==> config.mk <==
export PLATFORM = sky130hd
export DESIGN_NAME = countdown_timer
export DESIGN_NICKNAME = d
export VERILOG_FILES = /design/src/rtl/timer_pkg.sv /design/src/rtl/bcd_down_digit.sv /design/src/rtl/countdown_timer.sv
export SDC_FILE = /design/constraint.sdc
export NUM_CORES = 1
export LEC_CHECK = 0
export ABC_AREA = 1
export BUFFER_PORTS_ARGS = -buffer_cell sky130_fd_sc_hd__buf_4
export CAP_MARGIN = 10
export CORE_UTILIZATION = 45
export CTS_BUF_LIST = sky130_fd_sc_hd__clkbuf_2 sky130_fd_sc_hd__clkbuf_4 sky130_fd_sc_hd__clkbuf_8
export CTS_CLUSTER_DIAMETER = 100
export DETAILED_ROUTE_END_ITERATION = 7
export PLACE_DENSITY = 0.67
export SKIP_CTS_REPAIR_TIMING = 1
export SLEW_MARGIN = 10
export SYNTH_ARGS = -nofsm -noshare
export SYNTH_HDL_FRONTEND = slang
export SYNTH_SLANG_ARGS = --single-unit
==> constraint.sdc <==
create_clock -name clock -period 1.9 [get_ports clock]
set_input_delay 0.19 -clock clock [delete_from_list [all_inputs] [get_ports clock]]
set_output_delay 0.19 -clock clock [all_outputs]
set_load 0.05 [all_outputs]
==> src/rtl/timer_pkg.sv <==
// Shared types and helpers for the game countdown timer.
package timer_pkg;

  typedef enum logic [1:0] {IDLE, RUN, PAUSED, EXPIRED} timer_state_t;

  typedef logic [3:0] bcd_digit_t;

  // Binary 0-99 to {tens, ones} BCD; used only for elaboration-time constants.
  function automatic logic [7:0] to_bcd(input int unsigned v);
    return {4'(v / 10), 4'(v % 10)};
  endfunction

endpackage

==> src/rtl/bcd_down_digit.sv <==
// One BCD down-counting digit with parallel load and a combinational borrow out.
module bcd_down_digit
  import timer_pkg::*;
#(
  parameter bcd_digit_t WRAP = 4'd9
) (
  input  logic       clock,
  input  logic       reset,
  input  logic       load,
  input  bcd_digit_t load_val,
  input  logic       dec,
  output bcd_digit_t digit,
  output logic       borrow_out
);

  assign borrow_out = dec && (digit == 4'd0);

  always_ff @(posedge clock) begin
    if (reset || load)
      digit <= load_val;
    else if (dec)
      digit <= (digit == 4'd0) ? WRAP : digit - 4'd1;
  end

endmodule

==> src/rtl/countdown_timer.sv <==
// BCD mm:ss countdown driven by a 1 Hz tick; reports expiry to game control.
module countdown_timer
  import timer_pkg::*;
#(
  parameter int unsigned START_MIN = 2,
  parameter int unsigned START_SEC = 0
) (
  input  logic       clock,
  input  logic       reset,
  input  logic       tick,
  input  logic       start,
  input  logic       pause,
  input  logic       clear,
  output logic [7:0] min_bcd,
  output logic [7:0] sec_bcd,
  output logic       running,
  output logic       expired,
  output logic       expire_pulse
);

  localparam logic [15:0] RELOAD = {to_bcd(START_MIN), to_bcd(START_SEC)};

  timer_state_t    state;
  logic [3:0][3:0] digits;
  logic [4:0]      chain;
  logic            chain_unused;
  logic            at_zero, at_one, load;

  assign at_zero = (digits == 16'h0000);
  assign at_one  = (digits == 16'h0001);
  // Never decrement past 00:00 (reachable when restarting from a 00:00 reload).
  assign chain[0] = (state == RUN) && tick && !at_zero;
  assign load     = clear || ((state == EXPIRED) && start);

  for (genvar i = 0; i < 4; i++) begin : g_digit
    bcd_down_digit #(.WRAP((i == 1) ? 4'd5 : 4'd9)) u_digit (
      .clock      (clock),
      .reset      (reset),
      .load       (load),
      .load_val   (RELOAD[4*i +: 4]),
      .dec        (chain[i]),
      .digit      (digits[i]),
      .borrow_out (chain[i+1])
    );
  end

  assign chain_unused = chain[4];
  assign min_bcd = digits[3:2];
  assign sec_bcd = digits[1:0];

  always_ff @(posedge clock) begin
    if (reset || clear) begin
      state        <= IDLE;
      running      <= 1'b0;
      expired      <= 1'b0;
      expire_pulse <= 1'b0;
    end else begin
      expire_pulse <= 1'b0;
      case (state)
        IDLE: if (start) begin
          if (at_zero) begin
            state <= EXPIRED; expired <= 1'b1; expire_pulse <= 1'b1;
          end else begin
            state <= RUN; running <= 1'b1;
          end
        end
        RUN: begin
          // Expiry wins over a simultaneous pause.
          if ((tick && at_one) || at_zero) begin
            state <= EXPIRED; running <= 1'b0; expired <= 1'b1; expire_pulse <= 1'b1;
          end else if (pause) begin
            state <= PAUSED; running <= 1'b0;
          end
        end
        PAUSED: if (start && !pause) begin
          state <= RUN; running <= 1'b1;
        end
        EXPIRED: if (start) begin
          state <= RUN; running <= 1'b1; expired <= 1'b0;
        end
        default: begin
          state <= IDLE; running <= 1'b0; expired <= 1'b0;
        end
      endcase
    end
  end

endmodule

* Word-level counts from Yosys, hierarchy flattened
Index checks and enable logic that the tools add are counted.
** Storage, ports and cells
- Bits in registers :: 21
- Input bits :: 6
- Output and inout bits :: 19
- Word-level logic and storage cells :: 74
** Cells by class
- Add/subtract/negate cells :: 4
- Equal/unequal tests :: 11
- Muxes and demuxes :: 27
- Reductions and logical operators :: 24
** Operators by type and width (count)
- 16-bit by 1-bit == test with 1-bit output, second input constant :: 1
- 16-bit zero test :: 1
- 4-bit zero test :: 4
- 4-bit 2-to-1 mux :: 4
- 4-bit by 1-bit subtractor with 4-bit output, second input constant :: 4
- 1-bit 2-to-1 mux :: 13
- 2-bit 2-to-1 mux :: 6
- 2-bit != test, second input constant :: 5
- 5-bit AND reduction :: 2
- 1-bit logical AND :: 8
- 2-bit one-hot mux with 4 select lines :: 1
- 2-bit == test, second input constant :: 2
- 1-bit logical OR :: 4
- 1-bit one-hot mux with 4 select lines :: 1
- 4-bit AND reduction :: 1
- 3-bit by 2-bit != test with 1-bit output, second input constant :: 1
- 1-bit one-hot mux with 3 select lines :: 1
- 3-bit nonzero test :: 1
- 2-bit by 1-bit == test with 1-bit output, second input constant :: 1
- 1-bit zero test :: 2
- 2-bit zero test :: 1
- 2-bit by 1-bit != test with 1-bit output, second input constant :: 1
- 1-bit one-hot mux with 2 select lines :: 1

* Longest topological paths before layout
Gate-level depths: netlist of the first run.
- Depth in word-level cells :: 6
- Depth in mapped cells :: 9
- Mapped depth without buffers :: 9

* Hierarchy
From an unflattened synthesis of the first run, not the netlist that was laid out.
** Unflattened totals
- Cell total of the unflattened synthesis :: 186
- Area, all modules :: 1356.3 µm²
** Modules (own cells, without submodules)
- bcd_down_digit at g_digit[0].u_digit ... :: instances 3, cells each 31, area each 249.0 µm², sequential area each 120.1 µm²
- countdown_timer :: instances 1, cells each 66, area each 374.1 µm², sequential area each 100.1 µm²
- bcd_down_digit at g_digit[1].u_digit :: instances 1, cells each 27, area each 235.2 µm², sequential area each 120.1 µm²

* Worst setup path after synthesis of the first run
No wires, ideal clock.
- Path type :: register to register
- Start :: register g_digit[2].u_digit.digit[0]
- End :: register g_digit[2].u_digit.digit[1]
- Library setup time :: 123 ps
- Arrival :: 1505 ps
- Required time :: 1777 ps
- Setup slack :: 272 ps
- Cell stages (with the launch flop) :: 9
- Buffers on the path :: 0
- Clock period less this slack :: 1628 ps
- Cell sequence :: dfxtp_1 nor2_1 nand2_1 nor2_4 nand2_4 nand3_2 or2_4 nand2_2 nand3_2
** On the way
- Cells in the longest elaborated chain, start to end :: 5
- Elaborated cells between the ends (all ways) :: 8
- Classes of those cells :: add/sub (1); mux (1); reduce/logical (6)
** RTL lines
- start: declaration :: line bcd_down_digit.sv:12 : output bcd_digit_t digit,
- start signal: assignment :: line bcd_down_digit.sv:20 : digit <= load_val;
- start signal: assignment :: line bcd_down_digit.sv:22 : digit <= (digit == 4'd0) ? WRAP : digit - 4'd1;
- parallel branches: the longest is 5 deep, another holds 4-bit by 1-bit subtractor with 4-bit output
Several ways; the timed one is not identified.
A chain may end at the register's enable or synchronous reset.

* Final worst setup path of the first run
- Start :: register g_digit[1].u_digit.digit[0]
- End :: register g_digit[2].u_digit.digit[1]
** On the way
- Cells in the longest elaborated chain, start to end :: 5
- Elaborated cells between the ends (all ways) :: 6
- Classes of those cells :: reduce/logical (6)
** RTL lines
- start: declaration :: line bcd_down_digit.sv:12
- start signal: assignment :: line bcd_down_digit.sv:20
- start signal: assignment :: line bcd_down_digit.sv:22
- 16-bit zero test :: line countdown_timer.sv:29 : assign at_zero = (digits == 16'h0000);
- 1-bit zero test :: line countdown_timer.sv:32 : assign chain[0] = (state == RUN) && tick && !at_zero;
- 1-bit logical AND :: line countdown_timer.sv:32
- 1-bit logical AND :: line bcd_down_digit.sv:16 : assign borrow_out = dec && (digit == 4'd0);
- 1-bit logical AND * :: line bcd_down_digit.sv:16
Mark *: on every way between the ends. The rest lies on a longest branch, timed or not.

==> key figures, run 1 <==
Floorplan
  • Die Width: 52.3 um
  • Placeable Area: 2300 um^2
  • Row count: 17
  • # IOs: 25
  • Initial Util: 0.495
  • Die area: 2730 um^2
  • Die Y: 52.3 um

Worst setup path
  • Crit end category: register
  • CP max stage delay: 390 ps
  • R2r startpoint: g_digit[1].u_digit.digit[0]$_SDFFE_PP0P_
  • R2r setup slk: 510 ps
  • Crit path DAT: 1590 ps
  • CP dominant cell by count: nand3_2
  • R2R depth: 7
  • WS Path Type: register to register
  • Critical Path Source Type: register
  • CP max-delay cell: dfxtp_1
  • CP top delay family: simple AND/OR/NAND/NOR gates
  • CP Data Required Time: 2100 ps
  • CP max FO: 5
  • R2r endpoint: g_digit[2].u_digit.digit[1]$_SDFFE_PP1P_
  • Worst path bufs/invs: 0
  • CP cell instances: nor2_4 > nand2_4 > nor2_8 > nand3_2 > or2_4 > nand2_2 > nand3_2

Layout
  • Layout Nets: 182
  • Antenna Cells: 0
  • Filler Cell Count: 218
  • Fraction of layout cells with a size suffix above 1: 0.377
  • Area growth syn-to-layout: 21.9%

Logic synthesis
  • Mapped Cells: 147
  • Synth Warn #: 0
  • Area contributors post-synth: dfxtp_1 37%, nand2_1 11%, inv_1 6.3%, a21oi_1 4.8%, a21oi_2 4.6%
  • Register area share after synthesis: 0.370
  • Cell Area, Synth: 1140 um^2
  • Syn_nets: 153
  • Synth cell types: 25
  • Number of enable flip-flop cells after synthesis: 0
  • Most common library cells after synthesis: 33 x nand2_1, 21 x dfxtp_1, 19 x inv_1
  • Top cell type by total area after synthesis: dfxtp_1
  • Ys flop type: dfxtp_1
  • Ys async rst share: 0
  • Register bit total from synthesis: 21
  • Share of the synthesized area in the top cell type: 0.370
  • Count leader, synth: nand2_1
  • Mean Syn Cell Area: 7.74 um^2

Power and ir drop
  • Leakage power: 0.618 nW
  • PwrDens: 562 nW/um^2
  • Worst vdd ir: 0.000394 V

STA
  • Slew headroom: 0.844
  • Worst setup margin: 509 ps
  • RSZ-0062 raised after global routing: no
  • Final hold violations: 0
  • Final setup viols: 0
  • Pins Over Slew Limit: 0
  • Total negative slack: 0 ps
  • Fmax: 719 MHz
  • Min Tclk post-route: 1390 ps
  • Tightest Pin Transition: 233 ps
  • Period utilization: 0.732
  • Setup Skew: 3.06 ps

Route
  • Avg WL per Cell: 10.7 um
  • Remaining antenna violation count: 0
  • Vias per cell: 4.95
  • Drt first-iter violations: 14
  • First-pass DRT Iterations: 4
  • Final WL: 2160 um
  • Via Count: 1004
  • DRC: 0

Worst hold path
  • Hold-critical path depth: 4
  • Hold Path Sink: state[0]$_SDFFE_PP0P_
  • Hold Path Class: primary input to register
  • Hold path startpoint: reset

Global route
  • GRT met1 Usage: 0.242
  • Initial antenna violation count: 0
  • Total gr overflow: 0
  • Vias in the first global route: 835
  • First-pass GRT wire length: 3570 um
  • Met2 Use GR: 0.276
  • Most Crowded Layer GR: met2
  • Largest net degree at the start of global routing: 13
  • GRT met3 Usage: 0.0348
  • GRT Overall Usage: 0.180

Placement
  • Routability cong.: 0.832
  • HPWL reported at the end of detailed placement: 1750 um
  • IO buf count: 24
  • Pre-CTS WS: 526 ps

CTS
  • Max clock buf depth: 2
  • Number of H-tree levels: 1
  • TritonCTS Sinks: 21
  • Clock slew at reported path FFs: 110 ps
  • Clock buffer count from CTS: 3
  • CTS tree: built
  • Worst-Skew Late Latency: 300 ps
  • Root Buffer: clkbuf_4

Job
  • Max Cap Viol: 0

Status
  • Status: finished, final reports clean
## routing by layer
metal	vias to the layer above	wire length [um]
met1	456	1040
met5	-	0
met2	19	1010
li1	525	-
met4	0	39
met3	4	71
## area by class of cell
cell class                      count  area [um^2]  share of cell area
Multi-Input combinational cell    104          634               0.458
Sequential cell                    21          420               0.303
Timing Repair Buffer               25          188               0.135
Inverter                           21         78.8              0.0569
Tap cell                           28         35.0              0.0253
Clock buffer                        4         30.0              0.0217
## logic make-up after synthesis
family,count (synthesis),share of synthesized area
AND/OR/NAND/NOR,80,0.425
buffers and inverters,22,0.0726
flip-flops,21,0.370
AO/OA/AOI/OAI,24,0.133
## through the flow
step,util,std cells,cell area [um^2],power [mW],hold WS (ps)
2_1_floorplan,-,147,1140,0.536,402
3_3_place_gp,0.590,199,1360,0.562,452
3_5_place_dp,0.590,199,1360,0.564,447
4_1_cts,0.603,203,1390,0.793,199
5_1_grt,0.603,203,1390,0.820,229
6_report,0.603,203,1390,0.778,208
## sequential cells by signal, summed over array words and instances (netlist names)
register               flops
state                      2
running                    1
expired                    1
g_digit.u_digit.digit     16
expire_pulse               1
## layout by cell type (no fill, tap or decap), drive strengths merged
master	n
clkbuf	4
nand4	2
buf	25
inv	21
dfxtp	21
nand3b	2
nand2	42
nor2	22
a21oi	17
o22ai	1
o21ai	6
nand3	9
or2	2
and3	1
## where the power goes
part | switching, mW | internal [mW] | leakage [nW]
combinational | 0.0640 | 0.0358 | 0.430
clock | 0.130 | 0.0960 | 0.0184
sequential | 0.00667 | 0.446 | 0.170
## how the worst max path moves through the flow
| stage | from | to | slack, ps | cells after the start |
|---|---|---|---|---|
| finish | g_digit[1].u_digit.digit[0]$_SDFFE_PP0P_ | g_digit[2].u_digit.digit[1]$_SDFFE_PP1P_ | 510 | 7 |
| global route | g_digit[1].u_digit.digit[0]$_SDFFE_PP0P_ | g_digit[1].u_digit.digit[3]$_SDFFE_PP0P_ | 380 | 9 |
| CTS | g_digit[1].u_digit.digit[0]$_SDFFE_PP0P_ | g_digit[2].u_digit.digit[1]$_SDFFE_PP1P_ | 500 | 7 |
| detailed placement | g_digit[1].u_digit.digit[0]$_SDFFE_PP0P_ | g_digit[2].u_digit.digit[1]$_SDFFE_PP1P_ | 530 | 7 |
| global placement | g_digit[1].u_digit.digit[0]$_SDFFE_PP0P_ | g_digit[2].u_digit.digit[1]$_SDFFE_PP1P_ | 540 | 7 |
| floorplan | g_digit[2].u_digit.digit[0]$_SDFFE_PP0P_ | g_digit[2].u_digit.digit[1]$_SDFFE_PP1P_ | 270 | 8 |
## tightest hold or removal path: cells and delay by family
kind,cells,cell delay (ps)
AOI/OAI and AO/OA,1,50
and+or+nand+nor,1,50
buffers and inverters,2,180
Power figures use the tool's default switching activity.
==> inputs of run 2 (changes only) <==
ABC_AREA = 0   (was 1)
PLACE_DENSITY = 0.71   (was 0.67)
clock period = 1.14 ns   (was 1.9 ns; I/O delays follow)
==> run 2 against run 1 <==
Net effect:
- the run now ends with setup timing left
- global-route usage is 4.9 points higher
- setup slack got worse by 1200 ps
- sequential cell count did not move
- register-to-register slack got worse by 1200 ps
- count of clock-buffer cells in the layout is 1 lower
- critical path type unchanged
- combinational power grew 92%
- hold slack got worse by 160 ps
- non-clock buffer count grew 37
- area after synthesis is 12% lower
==> key figures, run 2 <==
Global route
  • Total gr overflow: 0 (unchanged)
  • Met2 Use GR: 0.394 (was 0.276)
  • Largest net degree at the start of global routing: 13 (unchanged)
  • GRT met1 Usage: 0.288 (was 0.242)
  • Most Crowded Layer GR: met2 (unchanged)
  • Initial antenna violation count: 0 (unchanged)
  • First-pass GRT wire length: 4230 um (was 3570 um)
  • GRT Overall Usage: 0.228 (was 0.180)
  • GRT met3 Usage: 0.0374 (was 0.0348)
  • Vias in the first global route: 988 (was 835)

Worst hold path
  • Hold-critical path depth: 3 (was 4)
  • Hold path startpoint: reset (unchanged)
  • Hold Path Class: primary input to register (unchanged)
  • Hold Path Sink: state[0]$_SDFFE_PP0P_ (unchanged)

CTS
  • Root Buffer: clkbuf_4 (unchanged)
  • Max clock buf depth: 2 (unchanged)
  • Clock buffer count from CTS: 3 (unchanged)
  • Number of H-tree levels: 1 (unchanged)
  • Worst-Skew Late Latency: 330 ps (was 300 ps)
  • CTS tree: built (unchanged)
  • Clock slew at reported path FFs: 140 ps (was 110 ps)
  • TritonCTS Sinks: 21 (unchanged)

Placement
  • Dpl cell area: 1520 um^2 (was 1360 um^2)
  • Routability cong.: 0.837 (was 0.832)
  • IO buf count: 24 (unchanged)
  • Pre-CTS WS: -654 ps (was 526 ps)
  • Dpl cells: 203 (was 199)
  • HPWL reported at the end of detailed placement: 1980 um (was 1750 um)

STA
  • Pins Over Slew Limit: 0 (unchanged)
  • Worst setup margin: -730 ps (was 509 ps)
  • Setup Skew: 11.6 ps (was 3.06 ps)
  • Period utilization: 1.64 (was 0.732)
  • RSZ-0062 raised after global routing: yes (was no)
  • Fmax: 535 MHz (was 719 MHz)
  • Final setup viols: 21 (was 0)
  • Min Tclk post-route: 1870 ps (was 1390 ps)
  • Slew headroom: 0.774 (was 0.844)
  • Final hold violations: 0 (unchanged)
  • Tightest Pin Transition: 335 ps (was 233 ps)

Logic synthesis
  • Cell Area, Synth: 996 um^2 (was 1140 um^2)
  • Register area share after synthesis: 0.422 (was 0.370)
  • Syn_nets: 125 (was 153)
  • Top cell type by total area after synthesis: dfxtp_1 (unchanged)
  • Synth cell types: 34 (was 25)
  • Count leader, synth: dfxtp_1 (was nand2_1)
  • Mean Syn Cell Area: 8.37 um^2 (was 7.74 um^2)
  • Number of enable flip-flop cells after synthesis: 0 (unchanged)
  • Area contributors post-synth: dfxtp_1 42%, a21oi_1 6.5%, nand2_1 6.4%, nor2_1 6.0%, nor3_1 3.5% (was dfxtp_1 37%, nand2_1 11%, inv_1 6.3%, a21oi_1 4.8%, a21oi_2 4.6%)
  • Ys flop type: dfxtp_1 (unchanged)
  • Register bit total from synthesis: 21 (unchanged)
  • Mapped Cells: 119 (was 147)
  • Ys async rst share: 0 (unchanged)
  • Most common library cells after synthesis: 21 x dfxtp_1, 17 x nand2_1, 16 x nor2_1 (was 33 x nand2_1, 21 x dfxtp_1, 19 x inv_1)
  • Share of the synthesized area in the top cell type: 0.422 (was 0.370)
  • Synth Warn #: 0 (unchanged)

Layout
  • Most frequent cells in the layout: 47 x buf_4, 15 x buf_6, 14 x nor2_1, 14 x nand2_1, 9 x a21oi_1 (was 33 x nand2_1, 25 x buf_4, 21 x dfxtp_1)
  • Most flops, register: g_digit.u_digit.digit (unchanged)
  • Final instance area: 1760 um^2 (was 1390 um^2)
  • Biggest regs: g_digit.u_digit.digit (16), state (2) (unchanged)
  • Max reg flops: 16 (unchanged)
  • Most common cell after layout, fill and taps aside: buf_4 (was nand2_1)
  • Area growth syn-to-layout: 76.4% (was 21.9%)
  • Fraction of layout cells with a size suffix above 1: 0.615 (was 0.377)
  • Layout Nets: 189 (was 182)
  • Post-Layout Cell Count: 209 (was 203)
  • Antenna Cells: 0 (unchanged)

Route
  • DRC: 0 (unchanged)
  • First-pass DRT Iterations: 4 (unchanged)
  • Final WL: 3460 um (was 2160 um)
  • Via Count: 1203 (was 1004)
  • Vias per cell: 5.76 (was 4.95)
  • Remaining antenna violation count: 0 (unchanged)
  • Avg WL per Cell: 16.6 um (was 10.7 um)
  • Drt first-iter violations: 23 (was 14)

Floorplan
  • Placeable Area: 2020 um^2 (was 2300 um^2)
  • Die area: 2410 um^2 (was 2730 um^2)
  • # IOs: 25 (unchanged)
  • Initial Util: 0.493 (was 0.495)
  • Die Width: 49.0 um (was 52.3 um)
  • Die Y: 49.0 um (was 52.3 um)
  • Row count: 16 (was 17)

Worst setup path
  • CP max FO: 5 (unchanged)
  • Crit path DAT: 2100 ps (was 1590 ps)
  • R2r endpoint: running$_SDFFE_PP0P_ (was g_digit[2].u_digit.digit[1]$_SDFFE_PP1P_)
  • R2R depth: 5 (was 7)
  • R2r startpoint: g_digit[2].u_digit.digit[3]$_SDFFE_PP0P_ (was g_digit[1].u_digit.digit[0]$_SDFFE_PP0P_)
  • Crit end category: register (unchanged)
  • WS Path Type: register to register (unchanged)
  • R2r setup slk: -730 ps (was 510 ps)
  • CP Data Required Time: 1370 ps (was 2100 ps)
  • Critical Path Source Type: register (unchanged)

Job
  • Max Cap Viol: 0 (unchanged)

Power and ir drop
  • PwrDens: 754 nW/um^2 (was 562 nW/um^2)
  • Worst vdd ir: 0.00117 V (was 0.000394 V)
  • Leakage power: 0.704 nW (was 0.618 nW)

Status
  • Status: complete, but fails checks (was finished, final reports clean)
  • Failing checks: setup timing
-- run 2: cell types whose count changed in the layout (fill, tap and decap cells not counted), sizes merged, moves of 3 or more --
cell   before  now
a21oi      17   13
buf        25   62
inv        21    0
nand2      42   17
nand3       9    5
nor2       22   16
nor3        0    9
nor4        0    3
o21a        0    3
or3         0    3
-- run 2: area by class of cell --
| cell class | count | area (um^2) |
|---|---|---|
| timing repair buffer | 62 | 522 |
| sequential | 21 | 460 |
| clock inverter | 1 | 5.00 |
| clock buffer | 3 | 22.5 |
| multi-input combinational | 95 | 713 |
| fill | 104 | 265 |
| tap | 27 | 33.8 |
-- run 2: routing by layer --
metal  wire [um]  part of all wire
met5           0                 0
met4         108             0.031
met3         187             0.054
met2        1820              0.53
met1        1340              0.39
-- run 2: through the flow --
stage	hold slack (ps)	util	power, mW	TNS [ps]
after floorplan	276	-	0.837	-8920
after global placement	387	0.752	0.909	-7980
after detailed placement	394	0.752	0.912	-8500
after CTS	73.1	0.765	1.27	-9460
after global routing	47.0	0.869	1.36	-11780
final	50.8	0.869	1.32	-10560
-- run 2: worst max-delay path, cell delays in order (launching register included) --
cell and delay, ps:
dfxtp_4 370, or3_4 440, or4_4 490, nor3_4 190
a21oi_1 100, o21a_1 170
-- run 2: logic make-up after synthesis --
logic type,Yosys count,synth area share
mux,1,0.0101
compound gates,27,0.162
flops,21,0.422
xor+xnor,2,0.0176
simple gates,65,0.374
buf+inv,3,0.0138
-- run 2: power breakdown --
| group | internal [mW] | switching, mW | leakage (nW) |
|---|---|---|---|
| sequential | 0.725 | 0.00740 | 0.179 |
| clock | 0.132 | 0.268 | 0.0177 |
| combinational | 0.0819 | 0.110 | 0.507 |
-- run 2: worst max-delay path by stage --
stage / depth (start not counted) / startpoint / end
6_report: 5 / g_digit[2].u_digit.digit[3]$_SDFFE_PP0P_ / running$_SDFFE_PP0P_
5_1_grt: 5 / g_digit[2].u_digit.digit[3]$_SDFFE_PP0P_ / state[1]$_SDFFE_PP0P_
4_1_cts: 5 / g_digit[3].u_digit.digit[1]$_SDFFE_PP0P_ / running$_SDFFE_PP0P_
3_5_place_dp: 5 / g_digit[3].u_digit.digit[1]$_SDFFE_PP0P_ / running$_SDFFE_PP0P_
3_3_place_gp: 5 / g_digit[3].u_digit.digit[1]$_SDFFE_PP0P_ / running$_SDFFE_PP0P_
2_1_floorplan: 5 / g_digit[1].u_digit.digit[0]$_SDFFE_PP0P_ / g_digit[3].u_digit.digit[2]$_SDFFE_PP0P_
